File: src/rtl/pc_sequencer_if.sv
// pc_sequencer bus: control inputs from the fetch/branch side,
// registered PC, status and cycle count back out.
interface pc_sequencer_if #(
  parameter int D  = 10,
  parameter int CW = 16
);
  logic          start;
  logic [D-1:0]  start_addr;
  logic          stall;
  logic          halt;
  logic          branch_en;
  logic          jump_abs;
  logic [D-1:0]  target;
  logic [D-1:0]  prog_ctr;
  logic          running;
  logic          done;
  logic [CW-1:0] cycle_cnt;

  modport master (
    output start, start_addr, stall, halt,
    output branch_en, jump_abs, target,
    input  prog_ctr, running, done, cycle_cnt
  );

  modport slave (
    input  start, start_addr, stall, halt,
    input  branch_en, jump_abs, target,
    output prog_ctr, running, done, cycle_cnt
  );
endinterface

File: src/rtl/pc_sequencer.sv
// Fetch-stage program counter: IDLE/RUN/HALTED sequencing,
// absolute and relative branch redirect, saturating cycle count.
module pc_sequencer #(
  parameter int D  = 10,
  parameter int CW = 16
) (
  input  logic           clk,
  input  logic           reset,
  pc_sequencer_if.slave  bus
);
  typedef enum logic [1:0] {
    S_IDLE,
    S_RUN,
    S_HALT
  } state_t;

  state_t        state_q, state_d;
  logic [D-1:0]  pc_q, pc_d;
  logic [CW-1:0] cnt_q, cnt_d;

  always_ff @(posedge clk) begin
    if (reset) begin
      state_q <= S_IDLE;
      pc_q    <= '0;
      cnt_q   <= '0;
    end else begin
      state_q <= state_d;
      pc_q    <= pc_d;
      cnt_q   <= cnt_d;
    end
  end

  always_comb begin
    state_d = state_q;
    pc_d    = pc_q;
    cnt_d   = cnt_q;
    unique case (state_q)
      S_IDLE, S_HALT: begin
        if (bus.start) begin
          state_d = S_RUN;
          pc_d    = bus.start_addr;
          cnt_d   = '0;
        end
      end
      S_RUN: begin
        if (cnt_q != {CW{1'b1}}) begin
          cnt_d = cnt_q + 1'b1;
        end
        // Priority: halt, then stall (drops branch), then branch, then step
        if (bus.halt) begin
          state_d = S_HALT;
        end else if (bus.stall) begin
          pc_d = pc_q;
        end else if (bus.branch_en) begin
          pc_d = bus.jump_abs ? bus.target : pc_q + bus.target;
        end else begin
          pc_d = pc_q + 1'b1;
        end
      end
      default: begin
        state_d = S_IDLE;
      end
    endcase
  end

  assign bus.prog_ctr  = pc_q;
  assign bus.running   = (state_q == S_RUN);
  assign bus.done      = (state_q == S_HALT);
  assign bus.cycle_cnt = cnt_q;
endmodule

File: src/flat_wrapper.sv
// flat-port wrapper written by rule: the top's interface ports become plain ports
module pc_sequencer_flat 
#(
  parameter int D  = 10,
  parameter int CW = 16
)
  (clk, reset, bus_start, bus_start_addr, bus_stall, bus_halt, bus_branch_en, bus_jump_abs, bus_target, bus_prog_ctr, bus_running, bus_done, bus_cycle_cnt);
  pc_sequencer_if #(.D(D), .CW(CW)) bus_i ();
  input  logic clk;
  input  logic reset;
  input wire logic [$bits(bus_i.start)-1:0] bus_start;
  input wire logic [$bits(bus_i.start_addr)-1:0] bus_start_addr;
  input wire logic [$bits(bus_i.stall)-1:0] bus_stall;
  input wire logic [$bits(bus_i.halt)-1:0] bus_halt;
  input wire logic [$bits(bus_i.branch_en)-1:0] bus_branch_en;
  input wire logic [$bits(bus_i.jump_abs)-1:0] bus_jump_abs;
  input wire logic [$bits(bus_i.target)-1:0] bus_target;
  output wire logic [$bits(bus_i.prog_ctr)-1:0] bus_prog_ctr;
  output wire logic [$bits(bus_i.running)-1:0] bus_running;
  output wire logic [$bits(bus_i.done)-1:0] bus_done;
  output wire logic [$bits(bus_i.cycle_cnt)-1:0] bus_cycle_cnt;
  assign bus_i.start = bus_start;
  assign bus_i.start_addr = bus_start_addr;
  assign bus_i.stall = bus_stall;
  assign bus_i.halt = bus_halt;
  assign bus_i.branch_en = bus_branch_en;
  assign bus_i.jump_abs = bus_jump_abs;
  assign bus_i.target = bus_target;
  assign bus_prog_ctr = bus_i.prog_ctr;
  assign bus_running = bus_i.running;
  assign bus_done = bus_i.done;
  assign bus_cycle_cnt = bus_i.cycle_cnt;
  pc_sequencer #(.D(D), .CW(CW)) u_core (.clk(clk), .reset(reset), .bus(bus_i));
endmodule
File: config.mk
export PLATFORM = sky130hd
export DESIGN_NAME = pc_sequencer_flat
export DESIGN_NICKNAME = d
export VERILOG_FILES = /design/src/rtl/pc_sequencer_if.sv /design/src/rtl/pc_sequencer.sv /design/src/flat_wrapper.sv
export SDC_FILE = /design/constraint.sdc
export NUM_CORES = 1
export LEC_CHECK = 0
export CAP_MARGIN = 20
export CORE_MARGIN = 1.5
export CORE_UTILIZATION = 30
export CTS_CLUSTER_DIAMETER = 200
export DETAILED_ROUTE_END_ITERATION = 7
export PLACE_DENSITY = 0.59
export SLEW_MARGIN = 20
export SYNTH_ARGS = -nofsm -noshare
export SYNTH_HDL_FRONTEND = slang
export SYNTH_SLANG_ARGS = --single-unit
File: constraint.sdc
create_clock -name clk -period 2.58 [get_ports clk]
set_input_delay 0.387 -clock clk [delete_from_list [all_inputs] [get_ports clk]]
set_output_delay 0.387 -clock clk [all_outputs]
set_load 0.03 [all_outputs]
---- Word-level counts from Yosys, hierarchy flattened ----
Index checks and enable logic that the tools add are counted.
word-level totals
  bits in registers ....................... 28
  input bits .............................. 27
  output and inout port bits .............. 28
  logic and storage cells ................. 32
operators by class
  $add $sub $neg .......................... 3
  equal/unequal tests ..................... 8
  multiplexer cells ....................... 12
  reductions and logical operators ........ 6
operators by type and width
  kind                                                             number
  10-bit 2-to-1 mux                                                5
  16-bit 2-to-1 mux                                                2
  16-bit case mux with 2 select lines                              1
  10-bit case mux with 2 select lines                              1
  16-bit by 1-bit adder with 16-bit output, second input constant  1
  16-bit != test, second input constant                            1
  10-bit by 1-bit adder with 10-bit output, second input constant  1
  10-bit adder                                                     1
  2-bit != test, second input constant                             4
  2-bit 2-to-1 mux                                                 2
  2-bit case mux with 2 select lines                               1
  4-bit AND reduction                                              1
  3-bit AND reduction                                              1
  2-bit by 1-bit == test with 1-bit output, second input constant  1
  2-bit == test, second input constant                             1
  2-bit zero test                                                  1
  2-bit by 1-bit != test with 1-bit output, second input constant  1
  2-bit AND reduction                                              1
  2-bit nonzero test                                               1
  2-bit OR reduction                                               1

---- Longest topological paths before layout ----
  depth in word-level cells ............... 6
  depth in mapped cells ................... 8
  gate-level depth less buffers ........... 8

---- Least setup slack after synthesis ----
No wires, ideal clock.
  kind .................................... register to register
  start point ............................. register u_core.pc_q[0] (netlist: u_core.bus.prog_ctr[0])
  end point ............................... register u_core.pc_q[8] (netlist: u_core.bus.prog_ctr[8])
  data arrival time ....................... 2.439 ns
  path slack .............................. 0.016 ns
  stages on the path, launching flop included .. 9
  clock period less this slack ............ 2.564 ns
  cells stage by stage .................... dfxtp_1 > ha_1 > fa_1 > a211o_1 > a21o_1 > a2111o_1 > a31o_2 > a21oi_1 > o21ai_0
between the ends
  cells in the longest elaborated chain, start to end .. 6
RTL lines
  what                                   line                source
  from (decl)                            pc_sequencer.sv:18  logic [D-1:0] pc_q, pc_d;
  from (signal assigned)                 pc_sequencer.sv:28  pc_q <= pc_d;
  10-bit adder                           pc_sequencer.sv:55  pc_d = bus.jump_abs ? bus.target : pc_q + bus.target;
  10-bit 2-to-1 mux                      pc_sequencer.sv:55
  10-bit 2-to-1 mux *                    pc_sequencer.sv:54  end else if (bus.branch_en) begin
  10-bit 2-to-1 mux *                    pc_sequencer.sv:52  end else if (bus.stall) begin
  10-bit 2-to-1 mux *                    pc_sequencer.sv:50  if (bus.halt) begin
  10-bit case mux with 2 select lines *  pc_sequencer.sv:37  unique case (state_q)
Mark *: on every way between the ends. The rest lies on a longest branch, timed or not. The select of a mux whose other input is x is not followed.
A chain may end at the register's enable or synchronous reset.

---- Final worst setup path ----
  start point ............................. input port bus_target[0]
  end point ............................... register u_core.pc_q[8] (netlist: u_core.bus.prog_ctr[8])
between the ends
  cells in the longest elaborated chain, start to end .. 6
RTL lines
  what                                 line                source
  from (decl)                          flat_wrapper.sv:17  input wire logic [$bits(bus_i.target)-1:0] bus_target;
  10-bit adder                         pc_sequencer.sv:55
  10-bit 2-to-1 mux                    pc_sequencer.sv:55
  10-bit 2-to-1 mux                    pc_sequencer.sv:54
  10-bit 2-to-1 mux                    pc_sequencer.sv:52
  10-bit 2-to-1 mux                    pc_sequencer.sv:50
  10-bit case mux with 2 select lines  pc_sequencer.sv:37
Every way passes these cells. The select of a mux whose other input is x is not followed.

==> results.cfg <==
[pwr]
p_clk_share_pct = 24.0
p_switching_mw = 0.391
seq_power_share_pct = 40.3
cellPowerDensity_nw_per_um2 = 403
max-vdd-ir-drop_mv = 0.170
p_leak_nw = 1.15
switching_share_pct = 33.1
internal_power_mw = 0.790
p_comb_share_pct = 35.7

[cts]
cts_made_buffers = 3
cts_root_buffer = clkbuf_8
cts_buffer_depth = 2
h-tree-depth = 1
clk_latency_ns = 0.28
cts_tree = done
clk_pin_slew_ns = 0.10
cts_sinks = 28
postCtsSetupRepairBufs = 0
hold_buffers = 0

[grt]
grt_pass1_wl_um = 10100
grt_max_degree = 16
grt_usage_pct = 16.9
grt_pass1_vias = 2026
grt_antenna_before_repair = 0
grt_overflow = 0

[synth]
synth-seq-cells = 28
synthArstFlopShare_pct = 0
yosys_warnings = 0
ys.flop_type = dfxtp_1
synth_area_per_cell_um2 = 7.91
syn-num-nets = 303
synth-seq-area-share_pct = 26.8
synth_area_um2 = 2090
synth_cells = 264
synth-edff-count = 0
ys_types = 55

[sta]
final.setup.worst_slack_ns = 0.104
relSlewSlack_pct = 60.1
hold_ws_ns = 0.525
slew_violations = 0
min_period_over_period_pct = 96.0
finClkSkew_ns = 0.00680
fin_crit_ns = 2.48
worst_pin_slew_ns = 0.595
finalHoldViolations = 0
setup_viol_count_final = 0
fmax_ghz = 0.404

[floorplanning]
initial_core_util_pct = 30.9
die_area_um2 = 7470
fp.dieH_um = 86.5
die_w_um = 86.5
fp.coreArea_um2 = 6760
ioPinCount = 55
rows = 30

[job]
cap_violations = 0

[worst_setup_path]
crit_path_max_fanout = 2
cp-start-kind = primary input
crit_path_end_kind = flip-flop
arrival_ns = 2.65
rrSetupSlack_ns = 0.29
worstReg2RegStart = u_core.bus.prog_ctr[1]
ff2ff_path_depth = 7
cp_data_required_time_ns = 2.75
r2r-end = u_core.bus.prog_ctr[9]
criticalPathCategory = primary input to flip-flop

[hold_path]
hp-class = flip-flop to flip-flop
hp-start = u_core.bus.cycle_cnt[14]
worstHoldEndpoint = u_core.bus.cycle_cnt[14]
whs_path_depth = 2

[drt]
drt_pass1_iterations = 4
drtIter0Drc = 139
wl_um = 6270
antenna_left = 0
post-route-drc-count = 0
via_count = 2220
vias_per_cell = 5.35
wl_per_cell_um = 15.1

[placed_design]
portBuffers = 54
place.gp.congestion = 0.857
place_ws_ns = -0.320
hpwl_um = 4860

[run_status]
status = finished clean

[cells_and_area]
antenna_cells = 0
fin_util_pct = 43.4
multiInputGateArea_um2 = 1460
drive_above_1_share_pct = 11.9
area_growth_pct = 40.2
ff_latch_area_um2 = 561
final_common_cell = clkdlybuf4s50_1
fill_cells = 694
nNetsFinal = 375
final_cell_mix = clkdlybuf4s50_1 (54), nor2_1 (31), dfxtp_1 (28)
-- cell families (layout without fill, tap and decap cells) --
kind of cell               Yosys count  after routing  share of synthesized area, %
and+or+nand+nor                    108            108                          27.5
AOI/OAI and AO/OA                   71             71                          23.8
xor gates and xnor gates            21             21                          8.80
buffers and inverters               20             91                          3.59
adders and majority gates           12             12                          7.54
DFF                                 28             28                          26.8
muxes                                4              4                          1.92
-- power by group through the flow --
| stage | clock network (mW) | registers [mW] | logic, mW |
|---|---|---|---|
| final | 0.283 | 0.476 | 0.421 |
| after detailed placement | 0 | 0.486 | 0.416 |
| after CTS | 0.293 | 0.476 | 0.420 |
| after floorplan | 0 | 0.517 | 0.205 |
| after global placement | 0 | 0.487 | 0.412 |
| after global routing | 0.306 | 0.479 | 0.459 |
-- sequential cells by signal, indices dropped and copies added, names as in the netlist --
register,flops
u_core.bus.prog_ctr,10
u_core.bus.cycle_cnt,16
u_core.state_q,2
-- cell usage after synthesis (all sizes together) (3+ instances only) --
master	instances	area [µm²]
nor2b	5	31.3
xor2	11	96.3
nor2	31	116
clkbuf	11	41.3
o21ai	8	40.0
nor4	3	33.8
ha	11	138
a211oi	8	60.1
nor3	8	40.0
and4	5	47.6
a211o	5	43.8
nand3	5	25.0
a31oi	3	18.8
o2111ai	5	43.8
a21o	4	30.0
nand2b	4	25.0
or3	4	25.0
mux2i	4	40.0
xnor2	10	87.6
inv	8	30.0
a21oi	17	85.1
nand4	9	62.6
nand2	23	88.8
dfxtp	28	561
and3	3	20.0
o211ai	4	30.0
-- worst max-delay path by stage --
stage                                 from                     end  slack (ns)
finish                       bus_target[0]  u_core.bus.prog_ctr[8]        0.10
detailed placement           bus_target[0]  u_core.bus.prog_ctr[8]       -0.32
floorplan           u_core.bus.prog_ctr[0]  u_core.bus.prog_ctr[8]        0.02
CTS                          bus_target[0]  u_core.bus.prog_ctr[8]        0.03
global placement             bus_target[0]  u_core.bus.prog_ctr[8]       -0.30
global route                 bus_target[0]  u_core.bus.prog_ctr[8]      -0.004
-- per-layer routing --
| layer | up-vias | share of wire, % | track usage, % |
|---|---|---|---|
| met5 | - | 0 | 0 |
| met4 | 0 | 0.64 | 3.37 |
| met3 | 4 | 4.2 | 2.76 |
| met2 | 52 | 46 | 26.3 |
| met1 | 1034 | 49 | 24.8 |
| li1 | 1130 | - | - |
-- cell type report --
type	instances	share of cell area [%]
multi-input combinational	216	49.8
timing repair buffer	78	24.6
sequential	28	19.1
tap	80	3.42
clock buffer	4	1.88
inverter	9	1.15
-- what timing repair did --
item | CTS | global route
pin swaps | 0 | 3
setup endpoints to repair | 1 | 1
gates resized for setup | 1 | 1
-- critical path: stages --
cell             delay (ns)
clkdlybuf4s50_1        0.44
ha_2                   0.22
fa_2                   0.35
a211o_1                0.28
a21o_1                 0.18
a2111o_1               0.38
a31o_2                 0.20
a21oi_1                0.13
o21ai_0                0.07
-- through the flow --
step                      total power, mW  std cells   TNS, ns  area [µm²]
final                                1.18        415         0        2930
after global routing                 1.24        415  -0.00407        2930
after CTS                            1.19        415         0        2930
after detailed placement            0.902        411    -0.712        2870
after global placement              0.898        411    -0.581        2870
after floorplan                     0.722        264         0        2090
Power figures use the tool's default switching activity.
